--- src/rtl/epmp_mem_arbiter_pkg.sv ---
// Shared encodings for the EPMP memory arbiter: FSM states and grant owners.
package epmp_mem_arbiter_pkg;

  typedef enum logic [1:0] {
    ST_IDLE    = 2'd0,
    ST_ACCESS  = 2'd1,
    ST_RELEASE = 2'd2
  } arb_state_t;

  typedef enum logic [1:0] {
    OWN_NONE = 2'd0,
    OWN_CPU  = 2'd1,
    OWN_DBG  = 2'd2
  } arb_owner_t;

endpackage

--- src/rtl/epmp_arb_timer.sv ---
// Access watchdog: down-counter loaded on clear, expires on its last enabled
// cycle so that exactly TIMEOUT enabled cycles elapse before o_expired.
module epmp_arb_timer #(
  parameter int TIMEOUT = 15
) (
  input  logic clk,
  input  logic nReset,
  input  logic i_clr,
  input  logic i_en,
  output logic o_expired
);

  localparam int CW = $clog2(TIMEOUT + 1);

  logic [CW-1:0] r_cnt;

  // Load on clear, count down while enabled, hold at zero.
  always_ff @(posedge clk or negedge nReset) begin
    if (!nReset) begin
      r_cnt <= '0;
    end else if (i_clr) begin
      r_cnt <= CW'(TIMEOUT - 1);
    end else if (i_en && (r_cnt != '0)) begin
      r_cnt <= r_cnt - 1'b1;
    end
  end

  assign o_expired = i_en && (r_cnt == '0);

endmodule

--- src/rtl/epmp_mem_arbiter.sv ---
// Shares one memory port between CU memory strobes and the debug host.
//
// state   | meaning
// --------+------------------------------------------------------------
// IDLE    | no cycle in flight; pick debug or CPU, latch request
// ACCESS  | Mem_CS high, waiting for Mem_Ready or the watchdog
// RELEASE | one dead cycle; ack the debug owner or unstall the CPU
module epmp_mem_arbiter
  import epmp_mem_arbiter_pkg::*;
#(
  parameter int ADDR_W     = 8,
  parameter int DATA_W     = 8,
  parameter int STARVE_LIM = 4,
  parameter int TIMEOUT    = 15
) (
  input  logic              clk,
  input  logic              nReset,
  input  logic              CPU_Read,
  input  logic              CPU_Write,
  input  logic [ADDR_W-1:0] CPU_Addr,
  input  logic [DATA_W-1:0] CPU_WData,
  output logic [DATA_W-1:0] CPU_RData,
  output logic              CPU_Wait,
  input  logic              Dbg_Req,
  input  logic              Dbg_We,
  input  logic [ADDR_W-1:0] Dbg_Addr,
  input  logic [DATA_W-1:0] Dbg_WData,
  output logic [DATA_W-1:0] Dbg_RData,
  output logic              Dbg_Ack,
  output logic              Mem_CS,
  output logic              Mem_WE,
  output logic [ADDR_W-1:0] Mem_Addr,
  output logic [DATA_W-1:0] Mem_WData,
  input  logic [DATA_W-1:0] Mem_RData,
  input  logic              Mem_Ready,
  input  logic              Err_Clr,
  output logic              Bus_Error,
  output logic [1:0]        Grant_Owner
);

  localparam int SW = $clog2(STARVE_LIM + 1);

  arb_state_t        r_state;
  arb_state_t        w_state_nxt;
  arb_owner_t        r_owner;
  logic [ADDR_W-1:0] r_addr;
  logic [DATA_W-1:0] r_wdata;
  logic              r_we;
  logic [DATA_W-1:0] r_cpu_rdata;
  logic [DATA_W-1:0] r_dbg_rdata;
  logic [SW-1:0]     r_starve;
  logic              r_bus_err;

  logic w_cpu_req;
  logic w_dbg_win;
  logic w_cpu_win;
  logic w_grant;
  logic w_in_access;
  logic w_tmo_exp;
  logic w_rd_done;
  logic w_err_set;

  assign w_cpu_req   = CPU_Read | CPU_Write;
  assign w_dbg_win   = Dbg_Req && (!w_cpu_req || (r_starve == SW'(STARVE_LIM)));
  assign w_cpu_win   = w_cpu_req && !w_dbg_win;
  assign w_grant     = (r_state == ST_IDLE) && (w_dbg_win || w_cpu_win);
  assign w_in_access = (r_state == ST_ACCESS);
  assign w_rd_done   = w_in_access && Mem_Ready && !r_we;
  // Conflicting CU strobes are flagged at grant; a ready on the final
  // watchdog cycle still counts as a good completion.
  assign w_err_set   = ((r_state == ST_IDLE) && w_cpu_win && CPU_Read && CPU_Write)
                     || (w_in_access && !Mem_Ready && w_tmo_exp);

  epmp_arb_timer #(.TIMEOUT(TIMEOUT)) u_timer (
    .clk       (clk),
    .nReset    (nReset),
    .i_clr     (w_grant),
    .i_en      (w_in_access),
    .o_expired (w_tmo_exp)
  );

  // State register.
  always_ff @(posedge clk or negedge nReset) begin
    if (!nReset) r_state <= ST_IDLE;
    else         r_state <= w_state_nxt;
  end

  // Next-state decision.
  always_comb begin
    w_state_nxt = r_state;
    case (r_state)
      ST_IDLE:    if (w_dbg_win || w_cpu_win) w_state_nxt = ST_ACCESS;
      ST_ACCESS:  if (Mem_Ready || w_tmo_exp) w_state_nxt = ST_RELEASE;
      ST_RELEASE: w_state_nxt = ST_IDLE;
      default:    w_state_nxt = ST_IDLE;
    endcase
  end

  // Memory strobes, handshakes and stall; CPU_Wait is gated by reset so the
  // stall drops the instant nReset asserts.
  always_comb begin
    Mem_CS      = w_in_access;
    Mem_WE      = w_in_access && r_we;
    Dbg_Ack     = (r_state == ST_RELEASE) && (r_owner == OWN_DBG);
    CPU_Wait    = nReset && w_cpu_req && !((r_state == ST_RELEASE) && (r_owner == OWN_CPU));
    Grant_Owner = (r_state == ST_IDLE) ? 2'(OWN_NONE) : 2'(r_owner);
  end

  // Latch the winning request so the memory sees stable address/data.
  always_ff @(posedge clk or negedge nReset) begin
    if (!nReset) begin
      r_owner <= OWN_NONE;
      r_addr  <= '0;
      r_wdata <= '0;
      r_we    <= 1'b0;
    end else if (r_state == ST_IDLE) begin
      if (w_dbg_win) begin
        r_owner <= OWN_DBG;
        r_addr  <= Dbg_Addr;
        r_wdata <= Dbg_WData;
        r_we    <= Dbg_We;
      end else if (w_cpu_win) begin
        r_owner <= OWN_CPU;
        r_addr  <= CPU_Addr;
        r_wdata <= CPU_WData;
        r_we    <= CPU_Write;
      end
    end
  end

  // Read data capture into the owner's register.
  always_ff @(posedge clk or negedge nReset) begin
    if (!nReset) begin
      r_cpu_rdata <= '0;
      r_dbg_rdata <= '0;
    end else if (w_rd_done) begin
      if (r_owner == OWN_CPU)      r_cpu_rdata <= Mem_RData;
      else if (r_owner == OWN_DBG) r_dbg_rdata <= Mem_RData;
    end
  end

  // Starvation counter: counts CPU grants that bypassed a pending debug request.
  always_ff @(posedge clk or negedge nReset) begin
    if (!nReset) begin
      r_starve <= '0;
    end else if (r_state == ST_IDLE) begin
      if (!Dbg_Req || w_dbg_win)                           r_starve <= '0;
      else if (w_cpu_win && (r_starve != SW'(STARVE_LIM))) r_starve <= r_starve + 1'b1;
    end
  end

  // Sticky bus error; a set in the same cycle as Err_Clr wins.
  always_ff @(posedge clk or negedge nReset) begin
    if (!nReset)        r_bus_err <= 1'b0;
    else if (w_err_set) r_bus_err <= 1'b1;
    else if (Err_Clr)   r_bus_err <= 1'b0;
  end

  assign CPU_RData = r_cpu_rdata;
  assign Dbg_RData = r_dbg_rdata;
  assign Mem_Addr  = r_addr;
  assign Mem_WData = r_wdata;
  assign Bus_Error = r_bus_err;

endmodule

--- config.mk ---
export PLATFORM = sky130hd
export DESIGN_NAME = epmp_mem_arbiter
export DESIGN_NICKNAME = d
export VERILOG_FILES = /design/src/rtl/epmp_mem_arbiter_pkg.sv /design/src/rtl/epmp_arb_timer.sv /design/src/rtl/epmp_mem_arbiter.sv
export SDC_FILE = /design/constraint.sdc
export NUM_CORES = 1
export LEC_CHECK = 0
export ABC_AREA = 1
export CORE_AREA = 2 2 73 75
export DETAILED_ROUTE_END_ITERATION = 12
export DIE_AREA = 0 0 75 77
export GPL_TIMING_DRIVEN = 0
export MAX_ROUTING_LAYER = met4
export PLACE_DENSITY = 0.82
export SYNTH_ARGS = -nofsm -noshare
export SYNTH_HDL_FRONTEND = slang
export SYNTH_SLANG_ARGS = --single-unit
export TNS_END_PERCENT = 100
--- constraint.sdc ---
create_clock -name clk -period 2.8 [get_ports clk]
set_input_delay 0.56 -clock clk [delete_from_list [all_inputs] [get_ports clk]]
set_output_delay 0.56 -clock clk [all_outputs]
set_load 0.005 [all_outputs]
==> impl_metrics.py <==
metrics = {
    "run_status": {
        "status": "finished clean",
    },
    "clock_tree": {
        "cts_buffers": 5,
        "tritoncts": "built",
        "cts.sinks": 45,
        "h-tree-depth": 2,
        "worstSkewPairLatency_ns": 0.29,
        "post-cts-setup-buffers": 0,
        "cts_root_buf": "clkbuf_8",
        "cts_resized": 0,
        "cts_buffer_depth": 2,
        "cts.clk_slew.worst_paths_ns": 0.08,
        "cts_hold_buf": 0,
    },
    "synthesis": {
        "synth_area_um2": 2340,
        "synth_nets": 327,
        "synthFlopType": "dfrtp_1",
        "netlist_instances": 275,
        "ys_top_cells_by_count": "nand2_1 (79), dfrtp_1 (45), inv_1 (41)",
        "synth_cell_types": 24,
        "syn_area_per_cell_um2": 8.50,
        "seq_area_frac_synth": 0.482,
        "yosys_warnings": 0,
        "synth_top_area_cell": "dfrtp_1",
        "async_flop_share": 1.00,
        "ys_ff_latch": 45,
        "synth_edf_count": 0,
        "yosysTopAreaCellShare": 0.482,
        "ys_top_cells_by_area": "dfrtp_1 (48%), nand2_1 (13%), inv_1 (6.6%)",
        "yosysMostFrequentCell": "nand2_1",
    },
    "worst_setup_path": {
        "critical_path.max_fanout": 4,
        "crit_arrival_ns": 2.00,
        "cp-start-kind": "input port",
        "path_class": "in2out",
        "cp.required_ns": 2.24,
        "crit_path_end_kind": "output pin",
    },
    "final_layout": {
        "drive_gt1_frac": 0.122,
        "final_nets": 420,
        "stdcell_area_um2": 3410,
        "fillers": 401,
        "syn2layout_area_growth_pct": 45.8,
        "diodes": 0,
    },
    "floorplanning": {
        "fp.coreArea_um2": 4980,
        "start_util": 0.470,
        "die_w_um": 75,
        "die_area_um2": 5780,
        "die_h_um": 77,
        "rows": 26,
        "ios": 87,
    },
    "route": {
        "via_count": 2074,
        "vias_per_cell": 4.72,
        "drt_iter0_markers": 74,
        "wl_per_cell_um": 13.2,
        "drc": 0,
        "routed_wl_mm": 5.80,
        "ant_nets": 0,
        "dr.pass1.iters": 4,
    },
    "power": {
        "ir_drop_v": 0.000506,
        "p_leak_nw": 1.68,
        "power.density_nw_per_um2": 930,
    },
    "grt": {
        "grt_max_degree": 36,
        "grt_pass1_wl_mm": 9.56,
        "overflow": 0,
        "first_global_vias": 2060,
        "grt.total_usage": 0.221,
        "antenna_found_initial": 0,
    },
    "sta": {
        "fmax_mhz": 391,
        "final_hold_viol_count": 0,
        "finalWorstSetupSlack_ns": 0.243,
        "rsz0062_at_grt": "false",
        "layout_min_cycle_time_ns": 2.56,
        "worst_slew_pin_slew_ns": 0.517,
        "finalSetupViolations": 0,
        "min_period_over_period": 0.913,
        "slew_headroom": 0.654,
        "report.final.slew_viol_count": 0,
        "fin_skew_ns": 0.00536,
    },
    "placed_design": {
        "post-place-ws_ns": 0.240,
        "gp_congestion": 0.792,
        "dp_hpwl_mm": 4.35,
        "io_buffers": 85,
        "placed_cell_area_um2": 3290,
    },
    "job": {
        "maxCapViolations": 0,
    },
    "min_path": {
        "min_path_type": "in2async",
    },
}
[cells by family (layout without fill, tap and decap cells)]
logic type / after synthesis / in the layout / share of synthesized area
buffers and inverters: 55 / 149 / 0.116
and+or+nand+nor: 137 / 137 / 0.271
DFF: 45 / 45 / 0.482
adders and majority gates: 4 / 4 / 0.0214
xor gates and xnor gates: 2 / 2 / 0.00750
AOI/OAI and AO/OA: 32 / 32 / 0.102
[registers in the layout, summed over array words and instances (netlist names)]
name / flops
r_we: 1
r_owner: 2
Mem_WData: 8
r_state: 2
Mem_Addr: 8
Dbg_RData: 8
Bus_Error: 1
r_starve: 3
CPU_RData: 8
u_timer.r_cnt: 4
[critical path: stages]
cell             delay (ns)
clkdlybuf4s50_1        0.55
nor2_1                 0.10
inv_1                  0.06
nand2_1                0.04
a31oi_1                0.15
clkdlybuf4s50_1        0.53
[area by class of cell]
cell class              instances  area (µm²)  area share
flip-flops and latches         45        1130       0.331
multi-input cells             175         940       0.276
repair buffers                 86         866       0.254
inverters                      44         165      0.0485
plain buffers                  11         106      0.0312
well taps                      70        87.6      0.0257
clock buffers                   7        86.3      0.0253
clock inverters                 1        30.0     0.00881
[power by group]
| group | leakage (nW) | internal (W) | total (W) | switching, W |
|---|---|---|---|---|
| clock | 0.0585 | 0.000291 | 0.000505 | 0.000214 |
| sequential | 0.555 | 0.000947 | 0.00112 | 0.000176 |
| combinational | 1.07 | 0.000827 | 0.00154 | 0.000712 |
| total | 1.68 | 0.00207 | 0.00317 | 0.00110 |
[final timing paths]
| kind | slack, ns | end | cells past startpoint | startpoint |
|---|---|---|---|---|
| worst max-delay path | 0.24 | CPU_Wait | 6 | CPU_Write |
| worst min-delay path | 0.14 | Mem_Addr[4] | 1 | nReset |
| worst max register to register | 1.22 | Bus_Error | 8 | r_starve[0] |
| worst min register to register | 0.48 | Mem_WData[0] | 2 | Mem_WData[0] |
| max in group asynchronous | 2.18 | CPU_RData[6] | 2 | nReset |
| min in group clk | 0.48 | Mem_WData[0] | 2 | Mem_WData[0] |
[cell usage in the layout, fill, tap and decap left out]
cell             count
clkbuf_8             6
ha_1                 4
o21a_1               1
nand3b_1            16
inv_1               41
o21ai_0              8
clkbuf_1             2
bufinv_16            1
o21ai_2             17
nor3_4               1
xor2_1               1
buf_6                8
nand2_1             79
nand4_1              2
inv_2                3
buf_12               1
clkdlybuf4s50_1     84
buf_2                2
a21oi_4              1
nand3_1             23
nor2_1              11
a31oi_1              1
nand2_2              4
buf_4                1
dfrtp_1             45
a21oi_1              4
xnor2_1              1
nor4_1               1
[metrics by stage]
stage	setup TNS [ns]	total power, W	util	hold slack [ns]	std cells
after floorplan	0	0.00189	-	0.264	275
after global placement	-4.74	0.00262	0.658	0.462	430
after detailed placement	0	0.00267	0.661	0.465	431
after CTS	0	0.00320	0.685	0.148	439
after global routing	0	0.00341	0.685	0.167	439
final	0	0.00317	0.685	0.143	439
[routing by layer]
| metal | global-route usage | part of all wire |
|---|---|---|
| met5 | - | 0 |
| met4 | 0.0750 | 0.021 |
| met3 | 0.0250 | 0.022 |
| met2 | 0.362 | 0.53 |
| met1 | 0.281 | 0.43 |
Note: power is estimated with default switching activity, not from simulation.
